[src/rtl/switch_debounce.sv]
// switch_debounce
//   Brings a raw, bouncy mechanical switch into the i_clk domain. It produces
//   a clean debounced level, one-cycle press and release strobes, and a
//   saturating count of rejected transitions.
//
//   Ports
//     i_clk         system clock
//     i_reset       asynchronous, active-high reset
//     i_sw          raw switch input; asynchronous to i_clk and may bounce
//     o_level       debounced switch level (registered)
//     o_press       one-cycle strobe on a debounced 0->1 change (registered)
//     o_release     one-cycle strobe on a debounced 1->0 change (registered)
//     o_glitch_cnt  count of aborted transitions; saturates at 255
//
//   A new value must be seen on STABLE+1 consecutive synchronised samples
//   before it is accepted: one sample to enter the transition state, then
//   STABLE samples to confirm it. A contrary sample aborts the attempt and
//   counts as a glitch.
//
//   state  | meaning
//   -------+---------------------------------------------------------------
//   S_LOW  | debounced level is 0; waiting for a 1 sample
//   S_RISE | candidate 0->1 change; counting consecutive 1 samples
//   S_HIGH | debounced level is 1; waiting for a 0 sample
//   S_FALL | candidate 1->0 change; counting consecutive 0 samples

module switch_debounce #(
  parameter int STABLE = 1000000
) (
  input  logic       i_clk,
  input  logic       i_reset,
  input  logic       i_sw,
  output logic       o_level,
  output logic       o_press,
  output logic       o_release,
  output logic [7:0] o_glitch_cnt
);

  localparam int CNT_W = $clog2(STABLE + 1);
  localparam logic [CNT_W-1:0] STABLE_C = CNT_W'(STABLE);
  localparam logic [CNT_W-1:0] ONE_C    = CNT_W'(1);

  localparam logic [1:0] S_LOW  = 2'd0;
  localparam logic [1:0] S_RISE = 2'd1;
  localparam logic [1:0] S_HIGH = 2'd2;
  localparam logic [1:0] S_FALL = 2'd3;

  logic             ff1;
  logic             s;
  logic [1:0]       state;
  logic [1:0]       state_nxt;
  logic [CNT_W-1:0] cnt;
  logic [CNT_W-1:0] cnt_nxt;
  logic             level_nxt;
  logic             press_nxt;
  logic             release_nxt;
  logic             glitch_hit;

  // Two-flop synchroniser; only s is seen by the state machine.
  always_ff @(posedge i_clk or posedge i_reset) begin
    if (i_reset) begin
      ff1 <= 1'b0;
      s   <= 1'b0;
    end else begin
      ff1 <= i_sw;
      s   <= ff1;
    end
  end

  always_comb begin
    state_nxt   = state;
    cnt_nxt     = cnt;
    level_nxt   = o_level;
    press_nxt   = 1'b0;
    release_nxt = 1'b0;
    glitch_hit  = 1'b0;
    case (state)
      S_LOW: begin
        if (s) begin
          state_nxt = S_RISE;
          cnt_nxt   = ONE_C;
        end
      end
      S_RISE: begin
        if (!s) begin
          state_nxt  = S_LOW;
          cnt_nxt    = '0;
          glitch_hit = 1'b1;
        end else if (cnt == STABLE_C) begin
          state_nxt = S_HIGH;
          cnt_nxt   = '0;
          level_nxt = 1'b1;
          press_nxt = 1'b1;
        end else begin
          cnt_nxt = cnt + ONE_C;
        end
      end
      S_HIGH: begin
        if (!s) begin
          state_nxt = S_FALL;
          cnt_nxt   = ONE_C;
        end
      end
      S_FALL: begin
        if (s) begin
          state_nxt  = S_HIGH;
          cnt_nxt    = '0;
          glitch_hit = 1'b1;
        end else if (cnt == STABLE_C) begin
          state_nxt   = S_LOW;
          cnt_nxt     = '0;
          level_nxt   = 1'b0;
          release_nxt = 1'b1;
        end else begin
          cnt_nxt = cnt + ONE_C;
        end
      end
      default: begin
        state_nxt = S_LOW;
        cnt_nxt   = '0;
        level_nxt = 1'b0;
      end
    endcase
  end

  always_ff @(posedge i_clk or posedge i_reset) begin
    if (i_reset) begin
      state        <= S_LOW;
      cnt          <= '0;
      o_level      <= 1'b0;
      o_press      <= 1'b0;
      o_release    <= 1'b0;
      o_glitch_cnt <= 8'd0;
    end else begin
      state     <= state_nxt;
      cnt       <= cnt_nxt;
      o_level   <= level_nxt;
      o_press   <= press_nxt;
      o_release <= release_nxt;
      // Saturate: a glitch seen at 255 is dropped.
      if (glitch_hit && (o_glitch_cnt != 8'hFF))
        o_glitch_cnt <= o_glitch_cnt + 8'd1;
    end
  end

endmodule

[config.mk]
export PLATFORM = sky130hd
export DESIGN_NAME = switch_debounce
export DESIGN_NICKNAME = d
export VERILOG_FILES = /design/src/rtl/switch_debounce.sv
export SDC_FILE = /design/constraint.sdc
export NUM_CORES = 1
export LEC_CHECK = 0
export BUFFER_PORTS_ARGS = -buffer_cell sky130_fd_sc_hd__buf_2
export CORE_UTILIZATION = 25
export CTS_BUF_LIST = sky130_fd_sc_hd__clkbuf_4
export DETAILED_ROUTE_END_ITERATION = 10
export GPL_TIMING_DRIVEN = 0
export HOLD_SLACK_MARGIN = 0.03
export SYNTH_ARGS = -nofsm -noshare
export SYNTH_HDL_FRONTEND = slang
export SYNTH_SLANG_ARGS = --single-unit
[constraint.sdc]
create_clock -name i_clk -period 2.4 [get_ports i_clk]
set_input_delay 0.48 -clock i_clk [delete_from_list [all_inputs] [get_ports i_clk]]
set_output_delay 0.48 -clock i_clk [all_outputs]
set_load 0.05 [all_outputs]
Word level (Yosys, flattened, before mapping)
Cells that the tools add are included.
{"block": "totals", "ff_bits": 35, "input_bits": 3, "out_inout_bits": 11, "wordCells": 55}
{"block": "classes", "addsub": 2, "eq_ne": 13, "muxes": 26, "n_reduce_logical": 6}
{"cell": "20-bit two-way mux", "count": 5}
{"cell": "20-bit one-hot mux with 4 select lines", "count": 1}
{"cell": "20-bit by 1-bit adder with 20-bit output (second input constant)", "count": 1}
{"cell": "20-bit == test (second input constant)", "count": 1}
{"cell": "2-bit two-way mux", "count": 6}
{"cell": "2-bit inequality test (second input constant)", "count": 6}
{"cell": "1-bit two-way mux", "count": 11}
{"cell": "8-bit by 1-bit adder with 8-bit output (second input constant)", "count": 1}
{"cell": "8-bit inequality test (second input constant)", "count": 1}
{"cell": "2-bit one-hot mux with 4 select lines", "count": 1}
{"cell": "3-bit inequality test (second input constant)", "count": 2}
{"cell": "5-bit AND reduction", "count": 1}
{"cell": "2-bit == test (second input constant)", "count": 2}
{"cell": "1-bit one-hot mux with 2 select lines", "count": 2}
{"cell": "4-bit AND reduction", "count": 1}
{"cell": "2-bit by 1-bit == test with 1-bit output (second input constant)", "count": 1}
{"cell": "2-bit zero test", "count": 1}
{"cell": "2-bit AND reduction", "count": 1}
{"cell": "2-bit nonzero test", "count": 1}
{"cell": "1-bit logical AND", "count": 1}

Depth between registers and ports, before layout
{"block": "logic_depth", "ltp_word": 4, "depth_mapped": 8, "depth_no_buf": 7}

Least setup slack after synthesis
No wires, ideal clock.
{"block": "synth_path", "path_kind": "reg-to-reg", "start": "register o_glitch_cnt[0]", "end": "register o_glitch_cnt[4]", "setup_time_ns": 0.142, "arrival_ns": 1.893, "t_required_ns": 2.258, "path_slack_ns": 0.366, "path_stages_with_launch": 7, "n_path_buf": 0, "period_less_slack_ns": 2.034, "cell_sequence": "dfrtp_1 > ha_1 > and2_1 > a311oi_2 > and2_1 > nand3_1 > xnor2_1"}
{"block": "synth_via", "elab_chain_cells": 2, "word_cells_on_any_way": 3, "classes_between": "1 x add/sub; 1 x eq/ne; 1 x reduce/logical"}
{"item": "from (decl)", "line": "36", "text": "output logic [7:0] o_glitch_cnt"}
{"item": "from (signal assigned)", "line": "142", "text": "o_glitch_cnt <= o_glitch_cnt + 8'd1;"}
{"item": "branches (longest 2 deep; another with 8-bit by 1-bit adder with 8-bit output)"}
Several ways; the timed one is not identified.
A chain may end at the register's enable or synchronous reset.

Worst setup path after layout
{"block": "layout_path", "start": "register cnt[0]", "end": "register cnt[7]"}
{"block": "layout_via", "elab_chain_cells": 4, "word_cells_on_any_way": 6, "classes_between": "1 x add/sub; 1 x eq/ne; 4 x mux"}
{"item": "from (decl)", "line": "52", "text": "logic [CNT_W-1:0] cnt;"}
{"item": "from (signal assigned)", "line": "136", "text": "cnt <= cnt_nxt;"}
{"item": "20-bit by 1-bit adder with 20-bit output or 20-bit == test (tied branches)"}
{"item": "20-bit two-way mux (*)", "line": "89, 109"}
{"item": "20-bit two-way mux, on equally long branches", "line": "105, 85"}
{"item": "20-bit one-hot mux with 4 select lines (*)", "line": "77", "text": "case (state)"}
Mark *: on every way between the ends. The rest lies on a longest branch, timed or not.

==> impl_results.rst <==
.. list-table::
   :header-rows: 1

   * - Metric
     - Value
   * - Number of instances in the placed design
     - 286
   * - Number of DRC violations after detailed routing
     - 0
   * - Highest clock rate
     - 494.6 MHz
   * - Post-route cell area
     - 2017 µm²
   * - Detailed-routing iteration count for the pre-antenna-repair pass
     - 4
   * - RePlAce Congestion
     - 0.7963
   * - Area Growth Syn to Fin
     - 13.68%
   * - Buffers inserted by post-CTS timing repair
     - 0
   * - Routing usage on met2
     - 16.09%
   * - Biggest fanout along the worst timing path
     - 10
   * - Clock Sink Count
     - 35
   * - Hold Worst Slack
     - 241.7 ps
   * - Least-Margin Pin Slew
     - 787.0 ps
   * - Fraction of layout cells with a size suffix above 1
     - 18.18%
   * - Library cell used as clock root buffer
     - sky130_fd_sc_hd__clkbuf_4
   * - Number of instances resized during post-cts repair
     - 0
   * - Number of antenna cells inserted
     - 0
   * - Setup repair after global routing missed its margin
     - false
   * - Number of max-capacitance violations reported
     - 0
   * - Proportion of synthesized chip area in sequential cells
     - 49.37%
   * - Final antenna-violating net count
     - 0
   * - Remaining global-route overflow
     - 0
   * - Max H-tree Level
     - 2
   * - Period minus WS final
     - 2022 ps
   * - Crit path to
     - cnt[7]$_DFFE_PP0P_
   * - Synthesized net count
     - 183
   * - Launching point of the worst reg2reg path
     - cnt[0]$_DFFE_PP0P_
   * - Cell type with the highest aggregate area in the netlist
     - sky130_fd_sc_hd__dfrtp_1
   * - Final nets
     - 203
   * - Clock transition at the registers of the reported paths
     - 110 ps
   * - Setup violations, final
     - 0
   * - Standard cell with the maximum stage delay on the critical path
     - sky130_fd_sc_hd__dfrtp_1
   * - CP endpoint kind
     - register
   * - Crit. Startpoint
     - cnt[0]$_DFFE_PP0P_
   * - Synthesized area per cell
     - 10.02 µm²
   * - Endpoint of the worst register-to-register path
     - cnt[7]$_DFFE_PP0P_
   * - Worst max-slew margin expressed relative to the limit
     - 47.13%
   * - Area share of the largest cell type after synthesis
     - 49.37%
   * - Total power per unit cell area
     - 704.6 nW/µm²
   * - HPWL after DPL
     - 2522 µm
   * - Via total after detailed routing
     - 1374
   * - Number of buffers inserted for hold repair after clock tree synthesis
     - 0
   * - Number of antenna violations at the first check in global routing
     - 0
   * - Max incr delay on CP
     - 480 ps
   * - Starting Density
     - 25.97%
   * - Startpoint type of the worst setup path
     - register
   * - Vias per cell
     - 4.673
   * - Number of top-level pins
     - 14
   * - Yosys warnings
     - 0
   * - Final count of hold timing violations
     - 0
   * - # port buffers
     - 13
   * - Hold Crit Class
     - primary input to async pin
   * - Drt wl/cell
     - 12.42 µm
   * - Die Span Y
     - 86.24 µm
   * - Post-layout instance count excluding filler cells
     - 294
   * - Global-route wire length before repair
     - 6161 µm
   * - Met3 Resource Use GR
     - 2.857%
   * - X dimension of the die
     - 86.24 µm
   * - Via count of the first global-routing pass
     - 1296
   * - Drt initial violations
     - 107
   * - Classification of the worst setup path
     - register to register
   * - Seq cells post-synth
     - 35
   * - Largest net degree at the start of global routing
     - 36
   * - Site row count
     - 30
   * - Highest-utilization routing layer at the global route stage
     - met2
   * - DRT Wirelength
     - 3651 µm
   * - Peak supply drop
     - 0.2557 mV
   * - Final period util
     - 84.24%
   * - Final clock skew
     - 13.38 ps
   * - Distinct cells, synth
     - 40
   * - Worst-case clock buffer depth
     - 2
   * - Ordered cell list for the critical path
     - inv_1, ha_1, nor4bb_1, and4_1, a21oi_2, buf_2, nand2_1, a31oi_1
   * - Number of cells on the worst reg-to-reg path
     - 8
   * - Lkg Pwr
     - 0.8935 nW
   * - Clk_lat worst skew
     - 350 ps
   * - TritonCTS clock tree
     - yes
   * - Utilization after layout
     - 29.52%
   * - Global-route total usage across every layer
     - 10.74%
   * - Result of the run
     - complete, no violations
   * - DIE AREA
     - 7437 µm²
   * - Fin Setup TNS
     - 0 ps
   * - Core footprint
     - 6832 µm²
   * - Largest cells by area after synthesis
     - sky130_fd_sc_hd__dfrtp_1, sky130_fd_sc_hd__a31oi_1, sky130_fd_sc_hd__nand3_1
   * - Worst endpoint data arrival time
     - 2280 ps
   * - Pins over their slew limit
     - 0
   * - Post-Synthesis Cell Area
     - 1774 µm²
   * - Number of buffers created by CTS
     - 5
   * - Instance area after placement
     - 1959 µm²
   * - Data required time at the worst endpoint
     - 2660 ps
   * - Setup slack of the worst register-to-register path
     - 380 ps
   * - Post-Syn Instances
     - 177
   * - Routing usage on met1
     - 14.02%
## per-stage QoR
step                      setup WS, ps  power, mW
after global routing             187.0      1.498
after global placement           411.1      1.104
final                            378.3      1.421
after CTS                        368.0      1.441
after floorplan                  365.7      1.013
after detailed placement         387.5      1.108
## per-layer routing
metal | share of wire (%) | routed length, µm
met4 | 2.5 | 90
met2 | 44 | 1613
met5 | 0 | 0
met1 | 50 | 1824
met3 | 3.3 | 122
## where the power goes
group	internal, mW	leakage, nW	switching, mW
sequential	0.652	0.468	0.0878
combinational	0.0972	0.393	0.254
clock	0.124	0.0317	0.206
total	0.874	0.894	0.548
## critical path: cells and delay by family (launching register included)
| family | cells | cell delay, ps |
|---|---|---|
| DFF | 1 | 480 |
| AOI/OAI and AO/OA | 2 | 450 |
| and+or+nand+nor | 3 | 450 |
| buffers and inverters | 2 | 370 |
| adders and majority gates | 1 | 190 |
## cells in the mapped netlist (all sizes together)
cell type / count
or3: 1
buf: 6
mux2i: 2
nor4b: 3
a22oi: 1
a21o: 1
nand2: 18
a22o: 3
o211ai: 1
inv: 6
xnor2: 5
and2: 4
xor2: 5
a21oi: 9
a311oi: 1
ha: 3
nor3b: 1
nor4bb: 1
o21ai: 6
and4: 3
a31oi: 14
a41oi: 1
and3: 2
nor2: 9
or4: 1
a21bo: 1
mux2: 1
o21a: 1
nand3: 17
dfrtp: 35
nand2b: 4
nor3: 3
clkbuf: 1
nand4: 7
## how the worst min path moves through the flow
| stage | from | endpoint | slack (ps) |
|---|---|---|---|
| finish | i_reset | o_glitch_cnt[5]$_DFFE_PP0P_ | 240 |
| global route | i_sw | ff1$_DFF_PP0_ | 220 |
| CTS | i_sw | ff1$_DFF_PP0_ | 230 |
| detailed placement | ff1$_DFF_PP0_ | s$_DFF_PP0_ | 340 |
| global placement | ff1$_DFF_PP0_ | s$_DFF_PP0_ | 330 |
| floorplan | ff1$_DFF_PP0_ | s$_DFF_PP0_ | 330 |
## sequential cells by signal (all words and copies together) (netlist names), named ones only
signal	flops
cnt	20
ff1	1
o_glitch_cnt	8
o_level	1
o_press	1
o_release	1
s	1
state	1
## cell families (layout without fill, tap and decap cells)
logic type	after synthesis	after routing	share of synthesized area, %
flops	35	35	49.37
xor+xnor	10	10	5.360
buf+inv	13	34	3.596
fa+ha+maj	3	3	2.116
simple gates	74	74	23.34
compound gates	39	39	14.46
mux	3	3	1.763
## layout by cell type, fill, tap and decap left out, types with 4 or more instances in the layout
master	count
sky130_fd_sc_hd__dfrtp_1	35
sky130_fd_sc_hd__xnor2_1	5
sky130_fd_sc_hd__nand3_1	16
sky130_fd_sc_hd__buf_2	16
sky130_fd_sc_hd__a31oi_1	14
sky130_fd_sc_hd__xor2_1	4
sky130_fd_sc_hd__nand2b_1	4
sky130_fd_sc_hd__nand2_1	18
sky130_fd_sc_hd__a21oi_1	8
sky130_fd_sc_hd__o21ai_0	6
sky130_fd_sc_hd__nand4_1	6
sky130_fd_sc_hd__clkbuf_4	6
sky130_fd_sc_hd__and2_1	4
sky130_fd_sc_hd__inv_1	5
sky130_fd_sc_hd__nor2_1	9
## final cells by class
type	count	area [µm²]
Fill cell	741	4815
Sequential cell	35	875.8
Multi-Input combinational cell	129	834.6
Tap cell	96	120.1
Timing Repair Buffer	13	65.06
Clock buffer	6	45.04
Buffer	7	41.29
Inverter	6	22.52
Clock inverter	2	12.51
(Power assumes the default switching activity.)
